===== src/rtl/shifter_pkg.sv =====
// Shared encodings for the iterative barrel shifter:
// shift modes and FSM states.
package shifter_pkg;

  localparam logic [1:0] SH_LSL = 2'b00;
  localparam logic [1:0] SH_LSR = 2'b01;
  localparam logic [1:0] SH_ASR = 2'b10;
  localparam logic [1:0] SH_ROR = 2'b11;

  typedef enum logic [1:0] {
    ST_IDLE   = 2'b00,
    ST_SHIFT  = 2'b01,
    ST_FINISH = 2'b10
  } state_t;

endpackage


===== src/rtl/iterative_barrel_shifter_shift_step.sv =====
// One combinational shift of {carry, data} by 0..STEP
// positions, built as log2 mux levels of power-of-2 shifts.
module shift_step
  import shifter_pkg::*;
#(
  parameter int WIDTH = 32,
  parameter int STEP  = 8,
  parameter int SW    = $clog2(STEP + 1)
) (
  input  logic [WIDTH:0]  din,
  input  logic [1:0]      mode,
  input  logic [SW-1:0]   s,
  output logic [WIDTH:0]  dout
);

  logic [SW:0][WIDTH:0] lvl;

  assign lvl[0] = din;

  for (genvar j = 0; j < SW; j++) begin : g_lvl
    localparam int AMT = 1 << j;
    logic [WIDTH-1:0] d;
    logic [WIDTH-1:0] rot;
    logic [WIDTH:0]   sh;

    assign d   = lvl[j][WIDTH-1:0];
    assign rot = (d >> AMT) | (d << (WIDTH - AMT));

    // Carry tracks the last bit out; for ROR it is the new MSB.
    always_comb begin
      sh = lvl[j];
      unique case (mode)
        SH_LSL: sh = lvl[j] << AMT;
        SH_LSR: sh = {d[AMT-1], d >> AMT};
        SH_ASR: sh = {d[AMT-1], WIDTH'($signed(d) >>> AMT)};
        SH_ROR: sh = {rot[WIDTH-1], rot};
      endcase
    end

    assign lvl[j+1] = s[j] ? sh : lvl[j];
  end

  assign dout = lvl[SW];

endmodule


===== src/rtl/iterative_barrel_shifter.sv =====
// Multi-cycle LSL/LSR/ASR/ROR unit with ARM shifter carry;
// shifts up to STEP positions per cycle.
module iterative_barrel_shifter
  import shifter_pkg::*;
#(
  parameter int WIDTH   = 32,
  parameter int SHAMT_W = 8,
  parameter int STEP    = 8
) (
  input  logic               clk,
  input  logic               rst_n,
  input  logic               start,
  input  logic [1:0]         mode,
  input  logic [WIDTH-1:0]   A,
  input  logic [SHAMT_W-1:0] shamt,
  input  logic               carry_in,
  output logic               ready,
  output logic               done,
  output logic [WIDTH-1:0]   Y,
  output logic               carry_out
);

  localparam int REM_W = $clog2(WIDTH + 2);
  localparam int SW    = $clog2(STEP + 1);
  localparam int LW    = $clog2(WIDTH);

  state_t           state_q, state_d;
  logic [WIDTH:0]   work_q, work_d;
  logic [1:0]       mode_q, mode_d;
  logic [REM_W-1:0] rem_q, rem_d;
  logic [WIDTH-1:0] y_q, y_d;
  logic             co_q, co_d;

  logic [REM_W-1:0] eff;
  logic [REM_W-1:0] rem_nxt;
  logic [SW-1:0]    step_s;
  logic [WIDTH:0]   step_out;

  // Clamps let the WIDTH+1-bit register produce ARM edge results.
  always_comb begin
    eff = '0;
    if (shamt != '0) begin
      unique case (mode)
        SH_LSL, SH_LSR:
          eff = (shamt > SHAMT_W'(WIDTH)) ?
                REM_W'(WIDTH + 1) : REM_W'(shamt);
        SH_ASR:
          eff = (shamt >= SHAMT_W'(WIDTH)) ?
                REM_W'(WIDTH) : REM_W'(shamt);
        SH_ROR:
          eff = (shamt[LW-1:0] == '0) ?
                REM_W'(WIDTH) : REM_W'(shamt[LW-1:0]);
      endcase
    end
  end

  assign step_s  = (rem_q > REM_W'(STEP)) ?
                   SW'(STEP) : SW'(rem_q);
  assign rem_nxt = rem_q - REM_W'(step_s);

  shift_step #(
    .WIDTH (WIDTH),
    .STEP  (STEP),
    .SW    (SW)
  ) u_step (
    .din   (work_q),
    .mode  (mode_q),
    .s     (step_s),
    .dout  (step_out)
  );

  always_comb begin
    state_d = state_q;
    work_d  = work_q;
    mode_d  = mode_q;
    rem_d   = rem_q;
    y_d     = y_q;
    co_d    = co_q;
    case (state_q)
      ST_IDLE: begin
        if (start) begin
          work_d = {carry_in, A};
          mode_d = mode;
          rem_d  = eff;
          if (eff == '0) begin
            state_d = ST_FINISH;
            y_d     = A;
            co_d    = carry_in;
          end else begin
            state_d = ST_SHIFT;
          end
        end
      end
      ST_SHIFT: begin
        work_d = step_out;
        rem_d  = rem_nxt;
        if (rem_nxt == '0) begin
          state_d = ST_FINISH;
          y_d     = step_out[WIDTH-1:0];
          co_d    = step_out[WIDTH];
        end
      end
      ST_FINISH: state_d = ST_IDLE;
      default:   state_d = ST_IDLE;
    endcase
  end

  always_ff @(posedge clk) begin
    if (!rst_n) begin
      state_q <= ST_IDLE;
      work_q  <= '0;
      mode_q  <= SH_LSL;
      rem_q   <= '0;
      y_q     <= '0;
      co_q    <= 1'b0;
    end else begin
      state_q <= state_d;
      work_q  <= work_d;
      mode_q  <= mode_d;
      rem_q   <= rem_d;
      y_q     <= y_d;
      co_q    <= co_d;
    end
  end

  assign ready     = (state_q == ST_IDLE);
  assign done      = (state_q == ST_FINISH);
  assign Y         = y_q;
  assign carry_out = co_q;

endmodule


===== config.mk =====
export PLATFORM = sky130hd
export DESIGN_NAME = iterative_barrel_shifter
export DESIGN_NICKNAME = d
export VERILOG_FILES = /design/src/rtl/shifter_pkg.sv /design/src/rtl/iterative_barrel_shifter_shift_step.sv /design/src/rtl/iterative_barrel_shifter.sv
export SDC_FILE = /design/constraint.sdc
export NUM_CORES = 1
export LEC_CHECK = 0
export BUFFER_PORTS_ARGS = -buffer_cell sky130_fd_sc_hd__buf_4
export CAP_MARGIN = 20
export CORE_MARGIN = 5
export CORE_UTILIZATION = 44
export CTS_CLUSTER_DIAMETER = 100
export DETAILED_ROUTE_END_ITERATION = 12
export PLACE_DENSITY = 0.71
export SLEW_MARGIN = 20
export SYNTH_ARGS = -nofsm -noshare
export SYNTH_HDL_FRONTEND = slang
export SYNTH_SLANG_ARGS = --single-unit

===== constraint.sdc =====
create_clock -name clk -period 4.6 [get_ports clk]
set_input_delay 0.69 -clock clk [delete_from_list [all_inputs] [get_ports clk]]
set_output_delay 0.69 -clock clk [all_outputs]
set_load 0.05 [all_outputs]

# Word level (Yosys, flattened, before mapping)
# Cells that the tools add are included.
# op_classes
add_sub_neg	1
multipliers	0
n_div	0
magnitude_cmp	3
eq_ne	11
shift	0
mux	30
bitwise_logic	4
n_reduce_logical	13
# op_table
operator	n
case mux 33 bit (4 select lines)	4
two-way mux 33 bit	5
two-way mux 32 bit	3
case mux 33 bit (2 select lines)	1
case mux 32 bit (2 select lines)	1
OR 24 x 32 -> 32 bit	1
OR 28 x 32 -> 32 bit	1
OR 30 x 32 -> 32 bit	1
OR 31 x 32 -> 32 bit	1
two-way mux 6 bit	5
case mux 6 bit (3 select lines)	1
logical NOT 6 bit	2
case mux 6 bit (2 select lines)	1
== test 2 bit (second input constant)	5
greater-or-equal comparator 8 x 6 -> 1 bit (second input constant)	1
> comparator 8 x 6 -> 1 bit (second input constant)	1
nonzero test 8 bit	1
== test 2 x 1 -> 1 bit (second input constant)	3
> comparator 6 x 4 -> 1 bit (second input constant)	1
logical NOT 2 bit	3
two-way mux 2 bit	3
AND reduction 2 bit	3
subtractor 6 x 4 -> 6 bit	1
logical NOT 5 bit	1
9 further kinds	12
# word_totals
reg_bits	76
latchBits	0
ramBits	0
rom_bits	0
inputBits	46
out_inout_bits	35
wordCells	68
n_memories	0

# Longest topological paths before layout
# logic_depth
word_depth	14
ltp_mapped	12
mapped_depth_nobuf	10

# Modules after synthesis
# A second synthesis with hierarchy kept.
# unflattened
hier_cells	997
area_unflattened_um2	7622.3
# by_module_without_submodules
module	instances	cells_per_inst	area_per_inst_um2	seq_area_each_um2
shift_step	1	643	4204.0	0.0
iterative_barrel_shifter	1	354	3418.3	1521.5

# Worst setup path after synthesis
# No wires, ideal clock.
# synth_path
path_kind	register to register
start	register rem_q[3]
end	register y_q[10] (netlist: Y[10])
setup_ns	0.134
arrival_time_ns	2.929
t_required_ns	4.466
setup_slack_ns	1.537
stages_incl_launch_ff	13
n_path_buf	4
synth_period_minus_slack_ns	3.063
path_cell_list	dfxtp_1 > or3_1 > buf_2 > buf_1 > nand2_1 > ha_1 > o31ai_1 > a222oi_1 > or4_1 > o22ai_2 > buf_2 > clkbuf_1 > o22ai_1
# synth_between
elab_chain_cells	14
elab_cells_between_ends	18
cone_classes	1 x add/sub; 1 x order compare; 1 x eq/ne; 10 x mux; 3 x bitwise; 2 x reduce/logical
# synth_lines
item	line	text
start: declaration	iterative_barrel_shifter.sv:30	logic [REM_W-1:0] rem_q, rem_d;
start signal: assignment	iterative_barrel_shifter.sv:120	rem_q <= rem_d;
> comparator 6 x 4 -> 1 bit	iterative_barrel_shifter.sv:57	assign step_s = (rem_q > REM_W'(STEP)) ?
two-way mux 4 bit	iterative_barrel_shifter.sv:57	
two-way mux 33 bit	iterative_barrel_shifter_shift_step.sv:40	assign lvl[j+1] = s[j] ? sh : lvl[j];
OR 30 x 32 -> 32 bit	iterative_barrel_shifter_shift_step.sv:27	assign rot = (d >> AMT) | (d << (WIDTH - AMT));
case mux 33 bit (4 select lines)	iterative_barrel_shifter_shift_step.sv:32	unique case (mode)
two-way mux 33 bit	iterative_barrel_shifter_shift_step.sv:40	
OR 28 x 32 -> 32 bit	iterative_barrel_shifter_shift_step.sv:27	
case mux 33 bit (4 select lines)	iterative_barrel_shifter_shift_step.sv:32	
two-way mux 33 bit	iterative_barrel_shifter_shift_step.sv:40	
OR 24 x 32 -> 32 bit	iterative_barrel_shifter_shift_step.sv:27	
case mux 33 bit (4 select lines)	iterative_barrel_shifter_shift_step.sv:32	
two-way mux 33 bit	iterative_barrel_shifter_shift_step.sv:40	
two-way mux 32 bit	iterative_barrel_shifter.sv:97	if (rem_nxt == '0) begin
case mux 32 bit (2 select lines)	iterative_barrel_shifter.sv:79	case (state_q)
end signal: assignment	iterative_barrel_shifter.sv:121	y_q <= y_d;
end: declaration	iterative_barrel_shifter.sv:31	logic [WIDTH-1:0] y_q, y_d;
# Several ways; a longest one is shown, not always the timed one. The select of a mux whose other input is x is not followed.
# A chain may end at the register's enable or synchronous reset.

# Final worst setup path
# layout_path
start	register rem_q[3]
end	register y_q[21] (netlist: Y[21])
# The elaborated chain is that of the path after synthesis.

==> results_dict.tcl <==
set metrics [dict create \
    status "complete, no violations" \
    p_per_area_mw_per_mm2 352 \
    cts_max_level 3 \
    cts_num_sinks 76 \
    vias 8775 \
    core_area_mm2 0.0158 \
    rows 46 \
    via_per_inst 7.21 \
    worst_hold_startpoint "Y[0]" \
    cts_max_path_buffers 2 \
    drc_errors 0 \
    place_congestion 1.06 \
    hold_viol 0 \
    ys_ff_latch 76 \
    timing.final.crit_share 0.836 \
    tightest_slew_ns 0.941 \
    holdCritPathClass "reg2reg" \
    cts_resized 0 \
    final_nets 1044 \
    worst_slew_margin_rel 0.373 \
    grt_pass1_wl_um 51400 \
    timing.setup.tns_ns 0 \
    holdWs_ns 0.474 \
    grt_max_degree 75 \
    grt_pass1_vias 8057 \
    wl_um 34200 \
    layout_commonest_cell "nand2_1" \
    cts_hold_buf 0 \
    drt_iter0_drc 1506 \
    p_leak_uw 0.00280 \
    cts_setup_buffers 0 \
    fin_worst_skew_ns 0.0146 \
    cts_buffers 9 \
    grt-ovfl-total 0 \
    clk_latency_ns 0.35 \
    final_cell_mix "104 x nand2_1, 99 x buf_4, 94 x o21ai_0" \
    portBuffers 80 \
    dp_hpwl_um 24400 \
    track_usage 0.362 \
    yosysUniqueCellTypes 86 \
    cts-root-buf "clkbuf_16" \
    worstHoldPathCells 2 \
    syn_to_final_growth_pct 12.6 \
    startpoint_type "flop" \
    dieArea_mm2 0.0188 \
    final_max_slew_viol_count 0 \
    worstPathRequired_ns 4.78 \
    initial_core_util 0.448 \
    peakVddDrop_v 0.000324 \
    grt_setup_unrepaired "no" \
    cts_tree "built" \
    setup_violations 0 \
    reg2reg_from "rem_q[3]" \
    cap_violations 0 \
    clk_pin_slew_ns 0.06 \
    first_pass_iters 6 \
    critPathCaptureType "flop" \
    chipWidth_um 137 \
    crit_start "rem_q[3]" \
    syn_inst 989 \
    fmax_mhz 260 \
    reg2reg_depth 10 \
    finalCriticalPeriod_ns 3.85 \
    antenna_found_initial 0 \
    synthArstFlopShare 0 \
    ant_nets 0 \
    synth_area_mm2 0.00709 \
    wire_per_inst_um 28.1 \
    synthFlopType "dfxtp_1" \
    io_pins 81 \
    antennaDiodeCount 0 \
    synth.avg_cell_area_um2 7.17 \
    yosysWarnings 0 \
    syn_nets 1036 \
    synth_edf_count 0 \
    cp_data_arrival_time_ns 4.03 \
    drive_gt1_frac 0.176 \
    cp_max_fo 21 \
    die_h_um 137 \
    synth_seq_area_share 0.214 \
    crit_type "reg2reg" \
]
==> state kept, by name (all words and copies together), names as in the netlist <==
name,cells
Y,32
state_q,2
rem_q,6
carry_out,1
work_q,33
mode_q,2
==> worst max-delay path: stages, from the launching register on <==
cell and delay, ns:
dfxtp_1 0.76, or3_1 0.23, nand2_1 0.06, ha_1 0.28
o31ai_1 0.20, a222oi_1 0.16, or4_1 0.63, o22ai_4 0.52
o211ai_1 0.19, nor4_1 0.51, a2111oi_1 0.13
==> path summary, 6_finish.rpt <==
check,end,slack [ns]
worst max-delay path,Y[21],0.75
worst max register to register,Y[21],0.75
worst min-delay path,Y[0],0.47
worst min register to register,Y[0],0.47
==> cells by family after synthesis <==
logic type	count (synthesis)	synth area share
fa+ha+maj	1	0.00176
flops	76	0.214
simple gates	329	0.226
compound gates	418	0.393
other cells	1	0.000529
mux	49	0.0841
buf+inv	115	0.0804
==> report_power, final <==
group / internal [uW] / switching [uW] / total, uW / leakage (uW)
combinational: 392 / 833 / 1220 / 0.00204
clock: 418 / 296 / 713 / 0.000142
sequential: 711 / 164 / 876 / 0.000623
total: 1520 / 1290 / 2810 / 0.00280
==> per-layer routing <==
layer	vias to the layer above	global-route usage	wire length [um]
li1	3786	-	-
met1	4080	0.502	13400
met2	736	0.520	14100
met3	173	0.0890	4520
met4	0	0.182	2170
met5	-	0	0
==> area by class of cell <==
class                           instances  area, um2
Clock buffer                            9        225
Clock inverter                          6       65.1
Fill cell                            1605       7840
Inverter                                9       33.8
Multi-Input combinational cell        798       5050
Sequential cell                        76       1520
Tap cell                              216        270
Timing Repair Buffer                  103        823
==> cell usage after synthesis, drive strengths merged (10+ instances only) <==
master   number  area share
nor2         83       0.046
buf          50       0.046
nand2       105       0.056
a2111oi      11       0.017
nand3        33       0.023
o22ai        26       0.025
o211ai       28       0.031
nor3         42       0.032
dfxtp        76        0.21
a211oi       33       0.042
clkbuf       56       0.030
a21oi        95       0.068
nor3b        10       0.011
mux2i        39       0.055
o21ai       117       0.086
a31oi        26       0.023
==> metrics by stage <==
stage | worst slack, ns | util | area [um2] | std cells | power, uW
3_3_place_gp | 0.949 | 0.486 | 7700 | 1202 | 2060
4_1_cts | 0.902 | 0.505 | 7990 | 1217 | 2750
3_5_place_dp | 0.935 | 0.486 | 7700 | 1202 | 2040
5_1_grt | 0.518 | 0.505 | 7990 | 1217 | 2900
2_1_floorplan | 1.54 | - | 7090 | 989 | 1600
6_report | 0.752 | 0.505 | 7990 | 1217 | 2810
No activity file was read; power rests on OpenSTA's default activity.
